File: config.mk
export PLATFORM = sky130hd
export DESIGN_NAME = qpsk_corr_demod_p
export DESIGN_NICKNAME = d
export VERILOG_FILES = /design/src/rtl/qpsk_corr_demod_p.sv
export SDC_FILE = /design/constraint.sdc
export NUM_CORES = 1
export LEC_CHECK = 0
export BUFFER_PORTS_ARGS = -buffer_cell sky130_fd_sc_hd__buf_2
export CAP_MARGIN = 20
export CORE_MARGIN = 4
export CORE_UTILIZATION = 55
export CTS_CLUSTER_SIZE = 16
export DETAILED_ROUTE_END_ITERATION = 6
export GPL_TIMING_DRIVEN = 0
export PLACE_DENSITY = 0.8
export SLEW_MARGIN = 20
export SYNTH_ARGS = -nofsm -noshare
export SYNTH_HDL_FRONTEND = slang
export SYNTH_SLANG_ARGS = --single-unit
File: constraint.sdc
create_clock -name clk -period 9.4 [get_ports clk]
set_input_delay 1.88 -clock clk [delete_from_list [all_inputs] [get_ports clk]]
set_output_delay 1.88 -clock clk [all_outputs]
set_load 0.01 [all_outputs]
File: src/rtl/qpsk_corr_demod_p.sv
// QPSK correlation demodulator: hunts for a burst head, integrates the received samples
// against Sin/Cos references and issues 2-bit symbol decisions over a valid/ready port.
// Optional soft-metric outputs (soft_I, soft_Q) are built when DEMOD_SOFT_OUT_EN is defined.
module qpsk_corr_demod_p #(
    parameter int DATA_W     = 9,
    parameter int ACC_W      = 20,
    parameter int CNT_W      = 7,
    parameter int DECIM      = 4,
    parameter int SYM_LEN    = 32,
    parameter int DET_THRESH = 60,
    parameter int SEED_GAIN  = 100,
    parameter int MAX_SYMS   = 0
) (
    input  logic                     clk,
    input  logic                     reset,
    input  logic                     rearm,
    input  logic signed [DATA_W-1:0] GetSin,
    input  logic signed [DATA_W-1:0] GetCos,
    input  logic signed [DATA_W-1:0] channel_out,
    input  logic                     demod_ready,
    output logic [1:0]               demodulation_out,
    output logic                     demod_valid,
    output logic                     overrun,
    output logic                     locked,
    output logic [CNT_W-1:0]         recev_read
`ifdef DEMOD_SOFT_OUT_EN
    ,
    output logic signed [ACC_W-1:0]  soft_I,
    output logic signed [ACC_W-1:0]  soft_Q
`endif
);

    localparam int DEC_W = (DECIM > 1) ? $clog2(DECIM) : 1;
    localparam int SYM_W = (MAX_SYMS > 1) ? $clog2(MAX_SYMS + 1) : 1;

    localparam logic [0:0] S_HUNT  = 1'b0;
    localparam logic [0:0] S_INTEG = 1'b1;

    localparam logic [DEC_W-1:0]        DECIM_LAST = DEC_W'(DECIM - 1);
    localparam logic [DEC_W-1:0]        DEC_ONE    = DEC_W'(1);
    localparam logic [CNT_W-1:0]        SYM_LEN_C  = CNT_W'(SYM_LEN);
    localparam logic [CNT_W-1:0]        CNT_ONE    = CNT_W'(1);
    localparam logic [SYM_W-1:0]        SYM_ONE    = SYM_W'(1);
    localparam logic [SYM_W-1:0]        MAX_C      = SYM_W'(MAX_SYMS);
    localparam logic signed [ACC_W-1:0] DET_C      = ACC_W'(DET_THRESH);
    localparam logic signed [ACC_W-1:0] SEED_C     = ACC_W'(SEED_GAIN);

    logic [0:0]               r_state;
    logic [DEC_W-1:0]         r_decim_cnt;
    logic [CNT_W-1:0]         r_recev_read;
    logic [SYM_W-1:0]         r_sym_cnt;
    logic signed [ACC_W-1:0]  r_sum_i;
    logic signed [ACC_W-1:0]  r_sum_q;
    logic [1:0]               r_dec_out;
    logic                     r_valid;
    logic                     r_overrun;

    logic signed [ACC_W-1:0]  w_x_ext;
    logic signed [ACC_W-1:0]  w_sin_ext;
    logic signed [ACC_W-1:0]  w_cos_ext;
    logic signed [ACC_W-1:0]  w_abs;
    logic signed [ACC_W-1:0]  w_prod_i;
    logic signed [ACC_W-1:0]  w_prod_q;
    logic signed [ACC_W-1:0]  w_seed;
    logic                     w_detect;
    logic                     w_slot;
    logic                     w_sym_end;
    logic                     w_decide;
    logic                     w_max_hit;
    logic [1:0]               w_dec;

    // All arithmetic runs at ACC_W and wraps; ACC_W >= 2*DATA_W keeps |x| exact.
    assign w_x_ext   = {{(ACC_W-DATA_W){channel_out[DATA_W-1]}}, channel_out};
    assign w_sin_ext = {{(ACC_W-DATA_W){GetSin[DATA_W-1]}}, GetSin};
    assign w_cos_ext = {{(ACC_W-DATA_W){GetCos[DATA_W-1]}}, GetCos};
    assign w_abs     = w_x_ext[ACC_W-1] ? -w_x_ext : w_x_ext;
    assign w_prod_i  = w_x_ext * w_sin_ext;
    assign w_prod_q  = w_x_ext * w_cos_ext;
    assign w_seed    = SEED_C * w_x_ext;
    assign w_detect  = (w_abs > DET_C);

    assign w_slot    = (r_decim_cnt == DECIM_LAST);
    assign w_sym_end = w_slot && (r_recev_read == SYM_LEN_C);
    assign w_decide  = (r_state == S_INTEG) && w_sym_end;
    assign w_max_hit = (MAX_SYMS != 0) && ((r_sym_cnt + SYM_ONE) == MAX_C);

    // NOTE: every signal assigned in always_comb gets a default first, so no latch is inferred.
    always_comb begin
        w_dec = 2'b00;
        case ({r_sum_i[ACC_W-1], r_sum_q[ACC_W-1]})
            2'b00:   w_dec = 2'b01;
            2'b01:   w_dec = 2'b11;
            2'b10:   w_dec = 2'b00;
            default: w_dec = 2'b10;
        endcase
    end

    // NOTE: state uses non-blocking assignments; reset is checked first so it beats rearm.
    always_ff @(posedge clk) begin
        if (reset) begin
            r_state      <= S_HUNT;
            r_decim_cnt  <= '0;
            r_recev_read <= '0;
            r_sym_cnt    <= '0;
            r_sum_i      <= '0;
            r_sum_q      <= '0;
        end else begin
            case (r_state)
                S_HUNT: begin
                    if (!rearm && w_detect) begin
                        r_state      <= S_INTEG;
                        r_recev_read <= CNT_ONE;
                        r_decim_cnt  <= '0;
                        r_sum_i      <= '0;
                        r_sum_q      <= w_seed;
                        r_sym_cnt    <= '0;
                    end
                end
                default: begin
                    r_decim_cnt <= w_slot ? '0 : (r_decim_cnt + DEC_ONE);
                    if (w_slot) begin
                        if (!w_sym_end) begin
                            r_sum_i      <= r_sum_i + w_prod_i;
                            r_sum_q      <= r_sum_q + w_prod_q;
                            r_recev_read <= r_recev_read + CNT_ONE;
                        end else begin
                            r_sum_i      <= '0;
                            r_sum_q      <= w_seed;
                            r_recev_read <= CNT_ONE;
                            r_sym_cnt    <= r_sym_cnt + SYM_ONE;
                            if (w_max_hit) begin
                                r_state      <= S_HUNT;
                                r_recev_read <= '0;
                            end
                        end
                    end
                    // The decision above is still issued on a rearm edge; only the lock is dropped.
                    if (rearm) begin
                        r_state      <= S_HUNT;
                        r_recev_read <= '0;
                    end
                end
            endcase
        end
    end

    always_ff @(posedge clk) begin
        if (reset) begin
            r_dec_out <= '0;
            r_valid   <= 1'b0;
            r_overrun <= 1'b0;
        end else if (w_decide) begin
            r_dec_out <= w_dec;
            r_valid   <= 1'b1;
            if (r_valid && !demod_ready)
                r_overrun <= 1'b1;
        end else if (r_valid && demod_ready) begin
            r_valid <= 1'b0;
        end
    end

`ifdef DEMOD_SOFT_OUT_EN
    logic signed [ACC_W-1:0] r_soft_i;
    logic signed [ACC_W-1:0] r_soft_q;

    always_ff @(posedge clk) begin
        if (reset) begin
            r_soft_i <= '0;
            r_soft_q <= '0;
        end else if (w_decide) begin
            r_soft_i <= r_sum_i;
            r_soft_q <= r_sum_q;
        end
    end

    assign soft_I = r_soft_i;
    assign soft_Q = r_soft_q;
`else
    // Hard decisions only: the integrator sums stay internal.
`endif

    assign demodulation_out = r_dec_out;
    assign demod_valid      = r_valid;
    assign overrun          = r_overrun;
    assign locked           = (r_state == S_INTEG);
    assign recev_read       = r_recev_read;

endmodule
## Word-level counts from Yosys, hierarchy flattened

Index checks and enable logic that the tools add are counted.

- Flip-flop bits (word level): 54
- Input port bits: 31
- Output and inout bits: 12
- Logic and storage cells: 59

- Add/sub/neg operators: 5
- Multipliers: 3
- $lt $le $gt $ge: 1
- Eq/ne operators: 6
- Multiplexer cells: 23
- Reductions and logical operators: 13

Operators by type and width:

| operator | number |
|---|---|
| 20-bit 2-to-1 mux | 9 |
| 20-bit by 18-bit adder with 20-bit output | 2 |
| 9-bit by 9-bit multiplier with 18-bit output | 2 |
| 7-bit 2-to-1 mux | 5 |
| 20-bit by 7-bit > comparator with 1-bit output (second input constant) | 1 |
| 9-bit negator with 20-bit output | 1 |
| 6-bit by 9-bit multiplier with 15-bit output (first input constant) | 1 |
| 7-bit by 1-bit adder with 7-bit output (second input constant) | 1 |
| 7-bit by 6-bit == test with 1-bit output (second input constant) | 1 |
| 2-bit 2-to-1 mux | 3 |
| 2-bit case mux with 3 select lines | 1 |
| 2-bit AND reduction | 3 |
| 1-bit logical AND | 5 |
| 1-bit 2-to-1 mux | 5 |
| 2-bit == test (second input constant) | 2 |
| 2-bit nonzero test | 2 |
| 3-bit by 2-bit != test with 1-bit output (second input constant) | 1 |
| 2-bit by 1-bit adder with 2-bit output (second input constant) | 1 |
| 2-bit by 1-bit == test with 1-bit output (second input constant) | 1 |
| 1-bit zero test | 2 |
| 2-bit zero test | 1 |
| 2-bit by 1-bit != test with 1-bit output (second input constant) | 1 |

## Logic depth before layout (Yosys ltp)

Gate-level depths: netlist (run 1).

- Depth after elaboration: 6
- Gate-level depth with buffers: 22
- Depth with buffers taken out: 19

## Least setup slack after synthesis (run 1)

Ideal clock, no wire load.

- Kind: input to register
- Start: input port channel_out[8]
- End: register r_sum_q[18]
- Data arrival time: 7.039 ns
- Data required time: 9.268 ns
- Setup slack: 2.230 ns
- Stages on the path: 20
- Path buffers: 3
- Cell sequence: buf_4 > buf_2 > clkbuf_1 > nand2_1 > inv_1 > fa_1 > fa_1 > fa_1 > fa_1 > inv_1 > fa_1 > inv_1 > ha_1 > a21o_1 > a221o_1 > a41o_1 > a31oi_1 > xnor2_1 > a211oi_1 > nor3_1

- Word-level cells in the longest chain between the ends: 6

RTL lines:

| item | RTL line | source |
|---|---|---|
| start: declaration | 19 | `input logic signed [DATA_W-1:0] channel_out,` |
| parallel branches: the longest is 6 deep, another holds 20-bit by 18-bit adder with 20-bit output | - |  |
| end signal: assignment | 115 | `r_sum_q <= w_seed;` |
| end signal: assignment | 124 | `r_sum_q <= r_sum_q + w_prod_q;` |
| end signal: assignment | 128 | `r_sum_q <= w_seed;` |
| end: declaration | 53 | `logic signed [ACC_W-1:0] r_sum_q;` |

Several ways; the timed one is not identified. The select of a mux whose other input is x is not followed.
A chain may end at the register's enable or synchronous reset.

## Final worst setup path (run 1)

- Start: input port channel_out[4]
- End: register r_sum_q[19]

Same word-level chain as after synthesis.

==> impl_metrics.tcl, run 1 <==
set metrics [dict create \
    r2r_cells 15 \
    synth_top_area_cell "fa_1" \
    rsz0062_at_grt "false" \
    htreeDepth 2 \
    finalHoldViolCount 0 \
    hold_slack_ns 0.4665 \
    crit_chain "buf_2 > clkbuf_1 > clkbuf_1 > nand2_1 > fa_1 > inv_1 > fa_1 > ha_1 > fa_1 > inv_1 > fa_1 > inv_1 > ha_1 > a2111oi_0 > o21ai_0 > a211oi_1 > o21ai_0 > xnor2_1 > nand2_1 > a211oi_1" \
    antennaDiodeCount 0 \
    num_rows 52 \
    path_common_cell "fa_1" \
    synth_compound_area_frac 0.09816 \
    place_area_sq_um 11750 \
    syn_area_sq_um 11270 \
    syn_avg_cell_area_sq_um 8.563 \
    core_area_sq_um 20170 \
    final_cells 1623 \
    drt.antenna.violating_nets 0 \
    async_flop_share 0 \
    cts_root_buf "clkbuf_16" \
    synth_top_family_by_area "adder cells" \
    yosysWarnings 0 \
    postCtsHoldBufs 0 \
    cp_top_family "adder cells" \
    first_pass_iters 5 \
    maxCapViolCount 0 \
    cts_buffers 5 \
    critPathArrivalTime_ns 8.36 \
    synth_edf_count 0 \
    path_class "input port to flop" \
    ys_types 61 \
    r2r_start "r_sum_q[8]" \
    drt-initial-drc-count 599 \
    cts.sinks 54 \
    period_minus_slack_ns 8.149 \
    end_kind "flop" \
    vias 8982 \
    routed_wl_mm 26.56 \
    relSlewSlack 0.3818 \
    ys_top_cells_by_count "inv_1 (314), fa_1 (187), ha_1 (145)" \
    tns_ns 0 \
    p_leak_nw 6.306 \
    worstHoldStart "r_sum_q[0]" \
    min_path_type "flop to flop" \
    start_util 0.5587 \
    cp.depth 20 \
    clk_latency_ns 0.30 \
    stdcell_area_sq_um 11920 \
    syn-num-nets 1679 \
    worst_pin_slew_ns 0.9239 \
    start_kind "input port" \
    ys_seq_area_frac 0.09594 \
    fin_nets 1715 \
    synthSimpleGateAreaFrac 0.1385 \
    synth.area.mux_share 0.007217 \
    max-vdd-ir-drop_v 0.0002881 \
    setup_viol_count_final 0 \
    max_stage_delay_ns 0.60 \
    avgViaCountPerCell 5.534 \
    synth_flop_cell "dfxtp_1" \
    status "complete, no violations" \
    power_density_nw_per_um2 313.1 \
    post_cts_buffers 0 \
    ys_ff_latch 54 \
    place_hpwl_mm 21.74 \
    drcViolationCount 0 \
    placedCellCount 1615 \
    synthCells 1316 \
    port_buffers 29 \
    path_clk_slew_ns 0.08 \
    synthAdderAreaFrac 0.4932 \
    gp_congestion 0.9051 \
    die_x_microns 151.1 \
    crit_required_ns 9.61 \
    io-pin-count 43 \
    startpoint "channel_out[4]" \
    netlist.area_leader.share 0.3322 \
    synth-xor-area-share 0.04353 \
    worst_path_max_delay_cell "clkbuf_1" \
    grt_max_degree 17 \
    avgRoutedWirePerCell_microns 16.37 \
    drive_gt1_frac 0.03917 \
    antenna_found_initial 1 \
    slew_violations 0 \
    track_usage 0.2490 \
    min_path_cells 2 \
    overflow 0 \
    synthToLayoutAreaGrowth_pct 5.763 \
    cts_tree "done" \
    die-area_sq_um 22840 \
    yosysMostFrequentCell "inv_1" \
    die_h_microns 151.1 \
    reg2reg_slack_ns 5.06 \
    postCtsResizedCells 0 \
    critPathMaxFanout 10 \
    skew_ns 0.006374 \
    grt_pass1_wl_mm 45.20 \
    fmax_mhz 122.7 \
    grt_pass1_vias 9336 \
    netlist_top_cells_area "fa_1 (33%), ha_1 (16%), inv_1 (10%)" \
    path_buf_inv 6 \
    period_share 0.8670 \
    max-clock-path-buffers 2 \
]
[final timing paths]
check	to
worst max register to register	r_sum_q[19]
worst min-delay path	r_sum_q[0]
worst max-delay path	r_sum_q[19]
worst min register to register	r_sum_q[0]
[per-stage QoR]
| step | utilization | setup slack (ns) | total power [mW] |
|---|---|---|---|
| after global placement | 0.5826 | 1.185 | 3.344 |
| after global routing | 0.5909 | 0.7466 | 4.220 |
| final | 0.5909 | 1.251 | 3.731 |
| after CTS | 0.5909 | 1.402 | 3.718 |
| after detailed placement | 0.5826 | 1.130 | 3.470 |
| after floorplan | - | 2.230 | 2.875 |
[worst register-to-register path, cell delays in order, from the launching register on]
cell	delay, ns
dfxtp_1	0.31
inv_1	0.06
fa_1	0.51
inv_1	0.05
fa_1	0.47
inv_1	0.05
fa_1	0.53
inv_1	0.04
ha_1	0.21
a2111oi_0	0.42
o21ai_0	0.40
a211oi_1	0.49
o21ai_0	0.20
xnor2_1	0.18
nand2_1	0.07
a211oi_1	0.27
[layout by cell type, fill, tap and decap left out, types with 16 or more instances in the layout]
cell type	n
inv_1	314
fa_1	187
dfxtp_1	54
o21ai_0	24
nand3_1	22
nand2_1	138
nor3_1	17
clkbuf_1	41
a211oi_1	20
xor2_1	16
xnor2_1	40
and2_1	59
ha_1	145
buf_2	32
nor2_1	62
a21o_1	21
a21oi_1	47
[where the power goes]
group	switching (mW)	internal [mW]	total [mW]	leakage, nW
Clock	0.0958	0.126	0.222	0.0771
Combinational	1.83	1.39	3.22	5.79
Sequential	0.0236	0.262	0.285	0.440
[state kept, by name, summed over array words and instances (netlist names)]
| register | count |
|---|---|
| demod_valid | 1 |
| demodulation_out | 2 |
| locked | 1 |
| overrun | 1 |
| r_decim_cnt | 2 |
| r_sum_i | 20 |
| r_sum_q | 20 |
| recev_read | 7 |
[cells by family (layout without fill, tap and decap cells)]
logic type,Yosys count,after routing
adders and majority gates,332,332
xor gates and xnor gates,56,56
and+or+nand+nor,334,334
muxes,8,8
AOI/OAI and AO/OA,166,166
DFF,54,54
buffers and inverters,366,403
[layout make-up]
| class | count | area [sq um] |
|---|---|---|
| buffer | 50 | 205.2 |
| clock buffer | 6 | 128.9 |
| clock inverter | 2 | 37.54 |
| fill | 1791 | 8252 |
| inverter | 316 | 1186 |
| multi-input combinational | 896 | 8796 |
| sequential | 54 | 1081 |
| tap | 270 | 337.8 |
| timing repair buffer | 29 | 145.1 |
[layer usage]
layer,vias up,global-route usage,part of all wire
met3,49,0.04728,0.091
met2,353,0.4128,0.47
li1,4135,-,-
met4,2,0.05576,0.025
met1,4443,0.3412,0.42
met5,-,0,0.00026
No activity file was read; power rests on OpenSTA's default activity.
==> run 2: changes to the inputs <==
Settings changed: PLACE_DENSITY 0.8 to 0.72.
==> run 2 against run 1 <==
Combinational power barely moved. Design area hardly changed. Critical endpoint unchanged. Critical path depth unchanged. Register-to-register slack worse by 0.04 ns. Clock-buffer cell count unchanged. Hold slack worse by 0.0065 ns.
==> impl_metrics.tcl, run 2 (synthesized netlist as in run 1, its figures left out) <==
set metrics [dict create \
    status "complete, no violations" \
    drcViolationCount 0 \
    cts_buffers 5 \
    max-vdd-ir-drop_v 0.0003164 \
    port_buffers 29 \
    min_path_type "flop to flop" \
    end_kind "flop" \
    p_leak_nw 6.312 \
    path_class "input port to flop" \
    start_kind "input port" \
    final_core_util 0.5910 \
    path_common_cell "fa_1" \
    antennaDiodeCount 0 \
    vias 8684 \
    fmax_mhz 122.0 \
    num_rows 52 \
    place_hpwl_mm 21.32 \
    power_density_nw_per_um2 309.9 \
    most-common-layout-cells "inv_1 (314), fa_1 (187), ha_1 (145)" \
    cts.sinks 54 \
    antenna_found_initial 1 \
    cts_tree "done" \
    htreeDepth 2 \
    crit_required_ns 9.61 \
    die_h_microns 151.1 \
    skew_ns 0.006480 \
    first_pass_iters 7 \
    grt_max_degree 16 \
    max-clock-path-buffers 2 \
    seqCellArea_sq_um 1081 \
    routed_wl_mm 25.72 \
    stdcell_area_sq_um 11920 \
    n_fill_cell 1842 \
    max_stage_delay_ns 0.60 \
    overflow 0 \
    die_x_microns 151.1 \
    critPathMaxFanout 10 \
    placedCellCount 1615 \
    drive_gt1_frac 0.03920 \
    hold_slack_ns 0.4600 \
    grt_pass1_wl_mm 43.99 \
    rsz0062_at_grt "false" \
    fin_nets 1715 \
    crit_chain "buf_2 > clkbuf_1 > clkbuf_1 > nand2_1 > fa_1 > inv_1 > fa_1 > ha_1 > fa_1 > inv_1 > fa_1 > inv_1 > ha_1 > a2111oi_0 > o21ai_0 > a211oi_1 > o21ai_0 > xnor2_1 > nand2_1 > a211oi_1" \
    slew_violations 0 \
    finalHoldViolCount 0 \
    worst_path_max_delay_cell "clkbuf_1" \
    avgRoutedWirePerCell_microns 15.86 \
    gp_congestion 0.9046 \
    drt-initial-drc-count 520 \
    setup_viol_count_final 0 \
    pre_cts_ws_ns 1.043 \
    drt.antenna.violating_nets 0 \
    tns_ns 0 \
    path_clk_slew_ns 0.07 \
    period_share 0.8718 \
    place_area_sq_um 11750 \
    p_total_mw 3.694 \
    final_cells 1622 \
    io-pin-count 43 \
    maxCapViolCount 0 \
    worst_slack_ns 1.205 \
    track_usage 0.2447 \
    grt_pass1_vias 8901 \
    start_util 0.5587 \
    core_area_sq_um 20170 \
    final_common_cell "inv_1" \
    die-area_sq_um 22840 \
    period_minus_slack_ns 8.195 \
    cts_root_buf "clkbuf_16" \
    avgViaCountPerCell 5.354 \
    synthToLayoutAreaGrowth_pct 5.785 \
    relSlewSlack 0.3341 \
    post_cts_buffers 0 \
    postCtsHoldBufs 0 \
    critPathArrivalTime_ns 8.41 \
    clk_latency_ns 0.30 \
    postCtsResizedCells 0 \
    multi_input_area_sq_um 8796 \
    worst_pin_slew_ns 0.9951 \
]
run 2: cell count changes in the layout (fill, tap and decap cells not counted):
cell,before,now
clkbuf_8,0,1
clkinvlp_4,1,0
clkbuf_1,41,40
run 2: worst max-delay path: cells and delay by family:
family | cells | cell delay, ns
fa+ha+maj | 6 | 2.78
compound gates | 5 | 1.88
buf+inv | 6 | 1.41
simple gates | 2 | 0.24
xor+xnor | 1 | 0.18
run 2: final cells by class:
type,count,area share
sequential,54,0.09069
buffer,50,0.01721
clock inverter,1,0.002519
tap,270,0.02834
clock buffer,6,0.01165
inverter,316,0.09951
multi-input combinational,896,0.7379
timing repair buffer,29,0.01218
run 2: path summary, 6_finish.rpt:
check        cells past startpoint            from  slack, ns     endpoint
min reg2reg                      2     r_sum_i[11]       0.46  r_sum_i[11]
max                             20  channel_out[4]       1.21  r_sum_q[19]
max reg2reg                     15      r_sum_q[8]       5.02  r_sum_q[19]
min                              2     r_sum_i[11]       0.46  r_sum_i[11]
run 2: per-layer routing:
| layer | global-route usage | part of all wire | up-vias | routed length (microns) |
|---|---|---|---|---|
| met3 | 0.03860 | 0.064 | 24 | 1638 |
| met1 | 0.3495 | 0.45 | 4296 | 11540 |
| met5 | 0 | 0.00051 | - | 13 |
| met2 | 0.4017 | 0.47 | 227 | 12140 |
| met4 | 0.04306 | 0.015 | 2 | 393 |
| li1 | - | - | 4135 | - |
run 2: power by group:
group / internal, mW / switching, mW
clock: 0.132 / 0.0914
sequential: 0.262 / 0.0234
combinational: 1.38 / 1.80
==> run 3: changes to the inputs <==
Settings changed: CORE_UTILIZATION 55 to 40, PLACE_DENSITY 0.72 to default.
==> run 3 against run 2 <==
Hold slack worse by 0.0032 ns. First-iteration DRC count is 13% lower. Wire length grew 2.0%. Clock power down 5%. Core utilization is 16 points lower. Cell count increased by 6.9%. Largest cell class unchanged. Largest power group unchanged. Flip-flop and latch count stayed put. Highest routed layer unchanged. Fmax is 1.2% higher. Register-to-register slack improved by 0.07 ns. Critical endpoint unchanged.
==> impl_metrics.tcl, run 3 (synthesized netlist as in run 1, its figures left out) <==
set metrics [dict create \
    worst_pin_slew_ns 0.7946 \
    relSlewSlack 0.4703 \
    start_util 0.4056 \
    drt-initial-drc-count 455 \
    drt.antenna.violating_nets 0 \
    routed_wl_mm 26.24 \
    postCtsResizedCells 0 \
    first_pass_iters 5 \
    status "complete, no violations" \
    crit_required_ns 9.63 \
    overflow 0 \
    n_fill_cell 2852 \
    synthToLayoutAreaGrowth_pct 7.040 \
    p_total_mw 3.677 \
    avgRoutedWirePerCell_microns 15.13 \
    cts_tree "done" \
    setup_viol_count_final 0 \
    avgViaCountPerCell 4.973 \
    drcViolationCount 0 \
    place_hpwl_mm 21.88 \
    skew_ns 0.008424 \
    period_minus_slack_ns 8.095 \
    cts_buffers 5 \
    seqCellArea_sq_um 1081 \
    stdcell_area_sq_um 12060 \
    period_share 0.8612 \
    rsz0062_at_grt "false" \
    min_path_type "flop to flop" \
    place_area_sq_um 11890 \
    p_leak_nw 6.314 \
    multi_input_area_sq_um 8796 \
    finalHoldViolCount 0 \
    gp_congestion 0.8535 \
    die_h_microns 175.8 \
    cts.sinks 54 \
    vias 8624 \
    start_kind "input port" \
    critPathMaxFanout 10 \
    power_density_nw_per_um2 304.8 \
    most-common-layout-cells "inv_1 (314), fa_1 (187), ha_1 (145)" \
    max-vdd-ir-drop_v 0.0002154 \
    max-clock-path-buffers 2 \
    post_cts_buffers 0 \
    grt_pass1_wl_mm 45.22 \
    grt_max_degree 19 \
    min_path_cells 2 \
    io-pin-count 43 \
    die_x_microns 175.8 \
    r2r_cells 14 \
    path_class "input port to flop" \
    clk_latency_ns 0.31 \
    maxCapViolCount 0 \
    tns_ns 0 \
    final_common_cell "inv_1" \
    core_area_sq_um 27780 \
    fin_nets 1716 \
    end_kind "flop" \
    cts_root_buf "clkbuf_16" \
    slew_violations 0 \
    critPathArrivalTime_ns 8.32 \
    port_buffers 29 \
    antenna_found_initial 1 \
    htreeDepth 2 \
    grt_pass1_vias 8870 \
    fmax_mhz 123.5 \
    track_usage 0.1804 \
    path_clk_slew_ns 0.09 \
    die-area_sq_um 30920 \
    drive_gt1_frac 0.04062 \
    postCtsHoldBufs 0 \
    num_rows 61 \
]
[run 3: cell count changes in the layout (fill, tap and decap cells not counted), sizes merged]
| cell | before | now |
|---|---|---|
| buf | 37 | 38 |
| bufinv | 1 | 0 |
| diode | 0 | 2 |
| inv | 314 | 316 |
[run 3: area by class of cell]
class / instances / share of cell area
multi-input cells: 896 / 0.7293
inverters: 316 / 0.09834
flip-flops and latches: 54 / 0.08963
well taps: 378 / 0.03921
plain buffers: 50 / 0.01701
repair buffers: 30 / 0.01297
clock buffers: 6 / 0.01151
clock inverters: 2 / 0.001660
diodes: 2 / 0.0004149
[run 3: critical path: stages]
cell and delay, ns:
buf_2 0.16, clkbuf_1 0.56, clkbuf_1 0.61, nand2_1 0.17
fa_1 0.52, fa_1 0.54, inv_1 0.06, fa_1 0.50
fa_1 0.54, inv_1 0.05, fa_1 0.52, inv_1 0.04
ha_1 0.20, a2111oi_0 0.40, o21ai_0 0.38, a211oi_1 0.48
o21ai_0 0.21, xnor2_1 0.18, nand2_1 0.07, a211oi_1 0.25
[run 3: metal layers]
metal / up-vias / GRT usage / part of all wire
met3: 28 / 0.02604 / 0.053
met5: - / 0 / 0.00027
met2: 215 / 0.2803 / 0.43
li1: 4145 / - / -
met1: 4234 / 0.2705 / 0.50
met4: 2 / 0.03379 / 0.019
[run 3: final timing paths]
check / end / slack [ns] / start
worst max-delay path: r_sum_q[19] / 1.30 / channel_out[1]
worst min-delay path: r_sum_q[0] / 0.46 / r_sum_q[0]
worst max register to register: r_sum_i[17] / 5.09 / r_sum_i[8]
worst min register to register: r_sum_q[0] / 0.46 / r_sum_q[0]
[run 3: power breakdown]
| group | total, mW | internal [mW] | switching [mW] | leakage [nW] |
|---|---|---|---|---|
| Combinational | 3.18 | 1.38 | 1.80 | 5.79 |
| Clock | 0.212 | 0.110 | 0.103 | 0.0794 |
| Sequential | 0.285 | 0.262 | 0.0230 | 0.440 |
[run 3: stage by stage]
step	hold WS (ns)	util	setup WS (ns)	instances
floorplan	0.4319	-	2.230	1316
global placement	0.4422	0.4279	0.9894	1723
detailed placement	0.4514	0.4279	0.9948	1723
CTS	0.4615	0.4336	1.297	1731
global route	0.4804	0.4340	0.8933	1732
finish	0.4568	0.4342	1.305	1734
